[config.mk]
export PLATFORM = sky130hd
export DESIGN_NAME = hex_scroll_ctrl
export DESIGN_NICKNAME = d
export VERILOG_FILES = /design/src/rtl/hex_scroll_pkg.sv /design/src/rtl/hex7seg.sv /design/src/rtl/hex_scroll_ctrl.sv
export SDC_FILE = /design/constraint.sdc
export NUM_CORES = 1
export LEC_CHECK = 0
export BUFFER_PORTS_ARGS = -buffer_cell sky130_fd_sc_hd__buf_2
export CORE_ASPECT_RATIO = 1.75
export CORE_MARGIN = 3
export CORE_UTILIZATION = 31
export DETAILED_ROUTE_END_ITERATION = 16
export GPL_TIMING_DRIVEN = 0
export RECOVER_POWER = 25
export SETUP_SLACK_MARGIN = 0.2
export SLEW_MARGIN = 0
export SYNTH_ARGS = -nofsm -noshare
export SYNTH_HDL_FRONTEND = slang
export SYNTH_SLANG_ARGS = --single-unit
[constraint.sdc]
create_clock -name CLOCK_50 -period 8.8 [get_ports CLOCK_50]
set_input_delay 0.88 -clock CLOCK_50 [delete_from_list [all_inputs] [get_ports CLOCK_50]]
set_output_delay 0.88 -clock CLOCK_50 [all_outputs]
set_load 0.005 [all_outputs]
[src/rtl/hex_scroll_pkg.sv]
// Shared definitions for the scrolling hex display: FSM states and glyphs.
package hex_scroll_pkg;

  typedef enum logic [1:0] {
    IDLE  = 2'd0,
    RUN   = 2'd1,
    PAUSE = 2'd2
  } state_e;

  // Active-low 7-segment glyphs for 0-F, bit 6 = g ... bit 0 = a.
  localparam logic [6:0] SEG_TABLE [16] = '{
    7'h40, 7'h79, 7'h24, 7'h30, 7'h19, 7'h12, 7'h02, 7'h78,
    7'h00, 7'h10, 7'h08, 7'h03, 7'h46, 7'h21, 7'h06, 7'h0E
  };

endpackage

[src/rtl/hex7seg.sv]
// 4-bit digit to active-low 7-segment glyph.
module hex7seg
  import hex_scroll_pkg::*;
(
  input  logic [3:0] digit,
  output logic [6:0] seg
);

  // Table lookup of the glyph.
  always_comb begin
    seg = SEG_TABLE[digit];
  end

endmodule

[src/rtl/hex_scroll_ctrl.sv]
// Scrolls a 16-digit hex message across six displays with run/pause,
// single-step, in-place digit edit and direction control.
module hex_scroll_ctrl
  import hex_scroll_pkg::*;
#(
  parameter int unsigned TICK_BASE = 5_000_000,
  parameter logic [63:0] MSG       = 64'h0123456789ABCDEF
) (
  input  logic       CLOCK_50,
  input  logic       Resetn,
  input  logic [3:1] KEY,
  input  logic [9:0] SW,
  output logic [6:0] HEX0,
  output logic [6:0] HEX1,
  output logic [6:0] HEX2,
  output logic [6:0] HEX3,
  output logic [6:0] HEX4,
  output logic [6:0] HEX5,
  output logic [9:0] LEDR
);

  localparam int unsigned CNT_W = $clog2(TICK_BASE * 16);

  state_e            state_q, state_d;
  logic [3:0]        ptr_q, ptr_d;
  logic              dir_q, dir_d;
  logic [CNT_W-1:0]  cnt_q, cnt_d;
  logic [0:15][3:0]  store_q, store_d;
  logic [3:1]        ks1_q, ks1_d, ks2_q, ks2_d, ks3_q, ks3_d;
  logic [3:1]        press;
  logic              tick;
  logic [31:0]       limit;
  logic [3:0]        step_ptr;
  logic [6:0]        seg [6];
  logic              unused_sw;

  assign unused_sw = SW[8];

  // Two-flop synchroniser plus one history flop; press = synchronised 1 -> 0.
  always_comb begin
    ks1_d = KEY;
    ks2_d = ks1_q;
    ks3_d = ks2_q;
    press = ks3_q & ~ks2_q;
  end

  // Rate prescaler: counts only in RUN; a count already past a lowered
  // limit fires immediately and restarts.
  always_comb begin
    limit = (32'(SW[3:0]) + 32'd1) * TICK_BASE;
    tick  = 1'b0;
    cnt_d = '0;
    if (state_q == RUN) begin
      if (32'(cnt_q) + 32'd1 >= limit) begin
        tick = 1'b1;
      end else begin
        cnt_d = cnt_q + CNT_W'(1);
      end
    end
  end

  // Next-state logic: FSM, pointer stepping, direction and digit edit.
  always_comb begin
    state_d  = state_q;
    ptr_d    = ptr_q;
    dir_d    = dir_q;
    store_d  = store_q;
    step_ptr = dir_q ? ptr_q - 4'd1 : ptr_q + 4'd1;
    if (press[3]) dir_d = ~dir_q;
    if (tick) ptr_d = step_ptr;
    case (state_q)
      IDLE:    if (press[1]) state_d = RUN;
      RUN:     if (press[1]) state_d = PAUSE;
      PAUSE: begin
        if (press[1]) begin
          state_d = RUN;
        end else if (press[2]) begin
          if (SW[9]) store_d[ptr_q] = SW[7:4];
          else       ptr_d = step_ptr;
        end
      end
      default: state_d = IDLE;
    endcase
  end

  // State registers with asynchronous active-low reset.
  always_ff @(posedge CLOCK_50 or negedge Resetn) begin
    if (!Resetn) begin
      state_q <= IDLE;
      ptr_q   <= '0;
      dir_q   <= 1'b0;
      cnt_q   <= '0;
      store_q <= MSG;
      ks1_q   <= '1;
      ks2_q   <= '1;
      ks3_q   <= '1;
    end else begin
      state_q <= state_d;
      ptr_q   <= ptr_d;
      dir_q   <= dir_d;
      cnt_q   <= cnt_d;
      store_q <= store_d;
      ks1_q   <= ks1_d;
      ks2_q   <= ks2_d;
      ks3_q   <= ks3_d;
    end
  end

  // Six decoders showing digits ptr .. ptr+5; seg[0] is the leftmost display.
  for (genvar k = 0; k < 6; k++) begin : g_digit
    logic [3:0] idx;
    assign idx = ptr_q + 4'(k);
    hex7seg u_seg (
      .digit (store_q[idx]),
      .seg   (seg[k])
    );
  end

  assign HEX5 = seg[0];
  assign HEX4 = seg[1];
  assign HEX3 = seg[2];
  assign HEX2 = seg[3];
  assign HEX1 = seg[4];
  assign HEX0 = seg[5];

  assign LEDR = {2'b00, ptr_q, tick, dir_q, state_q == PAUSE, state_q == RUN};

endmodule

==> flow_summary.toml <==
[grt]
grtUsageTotal_pct = 15.5
antenna_found_initial = 0
grt_start_max_net_pins = 69
overflow = 0
first_global_vias = 7821
grt_pass1_wl_um = 42100

[timing]
drv_slew = 110
setup_viol = 0
worstMarginPinSlew_ns = 3.68
post-route-min-period_ns = 7.92
rsz0062_at_grt = "false"
min_period_over_period_pct = 90.0
hold_viol = 0
holdWs_ns = 0.356
relSlewSlack_pct = -145
fmax_ghz = 0.126
fin_setup_tns_ns = 0
clock_skew_ns = 0.0128

[clock_tree]
cts_resized = 0
numCtsBuffers = 9
cts_setup_buffers = 0
numClockSinks = 107
path_clk_slew_ns = 0.06
clk_latency_ns = 0.36
clock_path_buffers = 2
htreeDepth = 3
hold_buffers = 0
cts_tree = "yes"
cts-root-buf = "clkbuf_16"

[yosys]
synth_cells = 909
async_reset_ff_share_pct = 100
synth_area_leader_cell = "dfrtp_1"
ys_seq_area_share_pct = 27.1
synth_flop_cell = "dfrtp_1"
synthAdderAreaFrac_pct = 14.9
synthMuxAreaShare_pct = 29.3
synth_top_area_share_pct = 16.4
synth.area.top_cells = "dfrtp_1 (16%), mux4_2 (15%), ha_1 (14%), dfstp_2 (11%), mux2_2 (8.7%)"
synth_top_family_by_area = "multiplexers"
synth_xor_area_share_pct = 4.94
ys_warn_count = 0
yosys.area_share.simple_pct = 11.1
synth.distinct_cells = 59
synth-compound-area-share_pct = 8.35
netlist_area_mm2 = 0.0101
syn_area_per_cell_um2 = 11.1
ys_ff_latch = 107
synth_edf_count = 0

[route]
wl_per_cell_um = 19.2
drtIter0Drc = 336
ant_nets = 0
dr.pass1.iters = 5
vias = 7554
top_layer = "met4"
wirelength_met1_um = 8980
dr_wl_met2_um = 14300
met3_length_um = 1050
drcViolationCount = 0
vias_per_cell = 5.45
wl_um = 26600

[worst_setup_path]
path_max_fanout = 10
cp_slowest_stage_delay_ns = 0.59
cp_common_cell = "ha_1"
critPathLaunch = "SW[0]"
worstSetupEndpointType = "output pin"
rrSetupSlack_ns = 4.56
required_ns = 7.92
crit_type = "in2out"
critical_path_buf_inv_count = 6
cpMaxStageDelayCell = "xor2_1"
crit_family = "adder cells"
worstReg2RegStart = "cnt_q[2]"
startpoint_type = "primary input"
worstPathArrival_ns = 7.04

[run_status]
violations = "max-capacitance violations, max-slew violations"
status = "complete, but fails checks"

[die]
fp.dieH_um = 245
fp-row-count = 86
dieArea_mm2 = 0.0348
initial_core_util_pct = 31.8
die_x_um = 142
io_pins = 67
core_mm2 = 0.0317

[worst_hold_path]
min_from = "ks1_q[1]"
hold_path.class = "reg2reg"

[run]
maxCapViolCount = 2

[placement]
place_hpwl_um = 21700
gp_congestion = 0.935
port_buffers = 63

[power]
ir_worst_vdd_v = 0.000121
pwr_density_cell_mw_per_mm2 = 223
p_leak_nw = 4.98

[final_layout]
nets = 1118
diodes = 0
syn2layout_area_growth_pct = 11.3
drive_above_1_share_pct = 30.6
-- registers in the layout, summed over array words and instances (netlist names) --
| name | count |
|---|---|
| dir_q | 1 |
| cnt_q | 27 |
| ks1_q | 3 |
| store_q | 64 |
| ks2_q | 3 |
| ks3_q | 3 |
| state_q | 2 |
| ptr_q | 4 |
-- power by group --
part,switching [mW],internal (mW),total (mW)
sequential,0.0487,0.535,0.583
combinational,0.850,0.643,1.49
clock,0.187,0.241,0.428
total,1.09,1.42,2.50
-- worst paths after layout --
| kind | endpoint | cells after the start |
|---|---|---|
| max | LEDR[3] | 26 |
| min | ks2_q[1] | 0 |
| max reg2reg | ptr_q[3] | 12 |
| min reg2reg | ks2_q[1] | 0 |
| max in group asynchronous | store_q[44] | 2 |
| min in group asynchronous | store_q[22] | 1 |
-- stage by stage --
step | total power, mW | cells | cell area (um2) | util (%) | setup slack [ns]
after floorplan | 1.64 | 910 | 10100 | - | 2.30
after CTS | 2.53 | 1386 | 11200 | 35.4 | 0.802
after global placement | 2.06 | 1369 | 10900 | 34.3 | 0.850
final | 2.50 | 1386 | 11200 | 35.3 | 0.880
after detailed placement | 2.08 | 1370 | 10900 | 34.4 | 0.807
after global routing | 2.68 | 1386 | 11200 | 35.3 | 0.458
-- kinds of logic after synthesis --
| kind of cell | after synthesis |
|---|---|
| simple gates | 220 |
| mux | 186 |
| flops | 107 |
| fa+ha+maj | 118 |
| xor+xnor | 56 |
| other cells | 1 |
| buf+inv | 87 |
| compound gates | 134 |
-- per-layer routing --
layer | track usage, % | up-vias
met4 | 12.3 | 0
met5 | 0 | -
met2 | 28.8 | 260
li1 | - | 3542
met3 | 1.88 | 101
met1 | 14.9 | 3651
-- Yosys cell counts (7+ instances only) --
cell type  number
buf_4           9
mux4_1          7
ha_1          115
o21ai_0        29
o21ai_1         8
buf_6           7
clkbuf_1       15
nor3_1          7
mux2i_1        29
mux2_2         78
nand2b_1       22
nor2b_1        14
xnor2_1        42
nor2_1         27
and2_1          7
o22ai_1         9
a21oi_1        29
buf_2           9
nand3_1        40
a211oi_1       10
a31oi_1        14
xor2_1         13
and3_1         21
dfrtp_1        66
nand4_1         7
mux4_2         69
dfstp_2        41
o21a_1         11
nand2_1        59
inv_1          42
-- cell usage in the layout, fill, tap and decap left out, types with 18 or more instances in the layout --
cell type,synthesis,routed
ha_1,115,115
dfrtp_1,66,66
nand2_1,59,59
nor2_1,27,27
mux4_2,69,69
nand2b_1,22,22
mux2i_1,29,29
mux2_2,78,78
a21oi_1,29,29
xnor2_1,42,42
buf_2,9,71
clkbuf_1,15,18
and3_1,21,21
nand3_1,40,40
inv_1,42,42
o21ai_0,29,29
dfstp_2,41,40
-- layout make-up --
type                            count  area [um2]
Sequential cell                   107        2730
Multi-Input combinational cell    716        6920
Clock buffer                       11         254
Timing Repair Buffer               64         318
Tap cell                          396         495
Inverter                           45         169
Fill cell                        3142       20500
Buffer                             42         272
Clock inverter                      5        65.1
No activity file was read; power rests on OpenSTA's default activity.
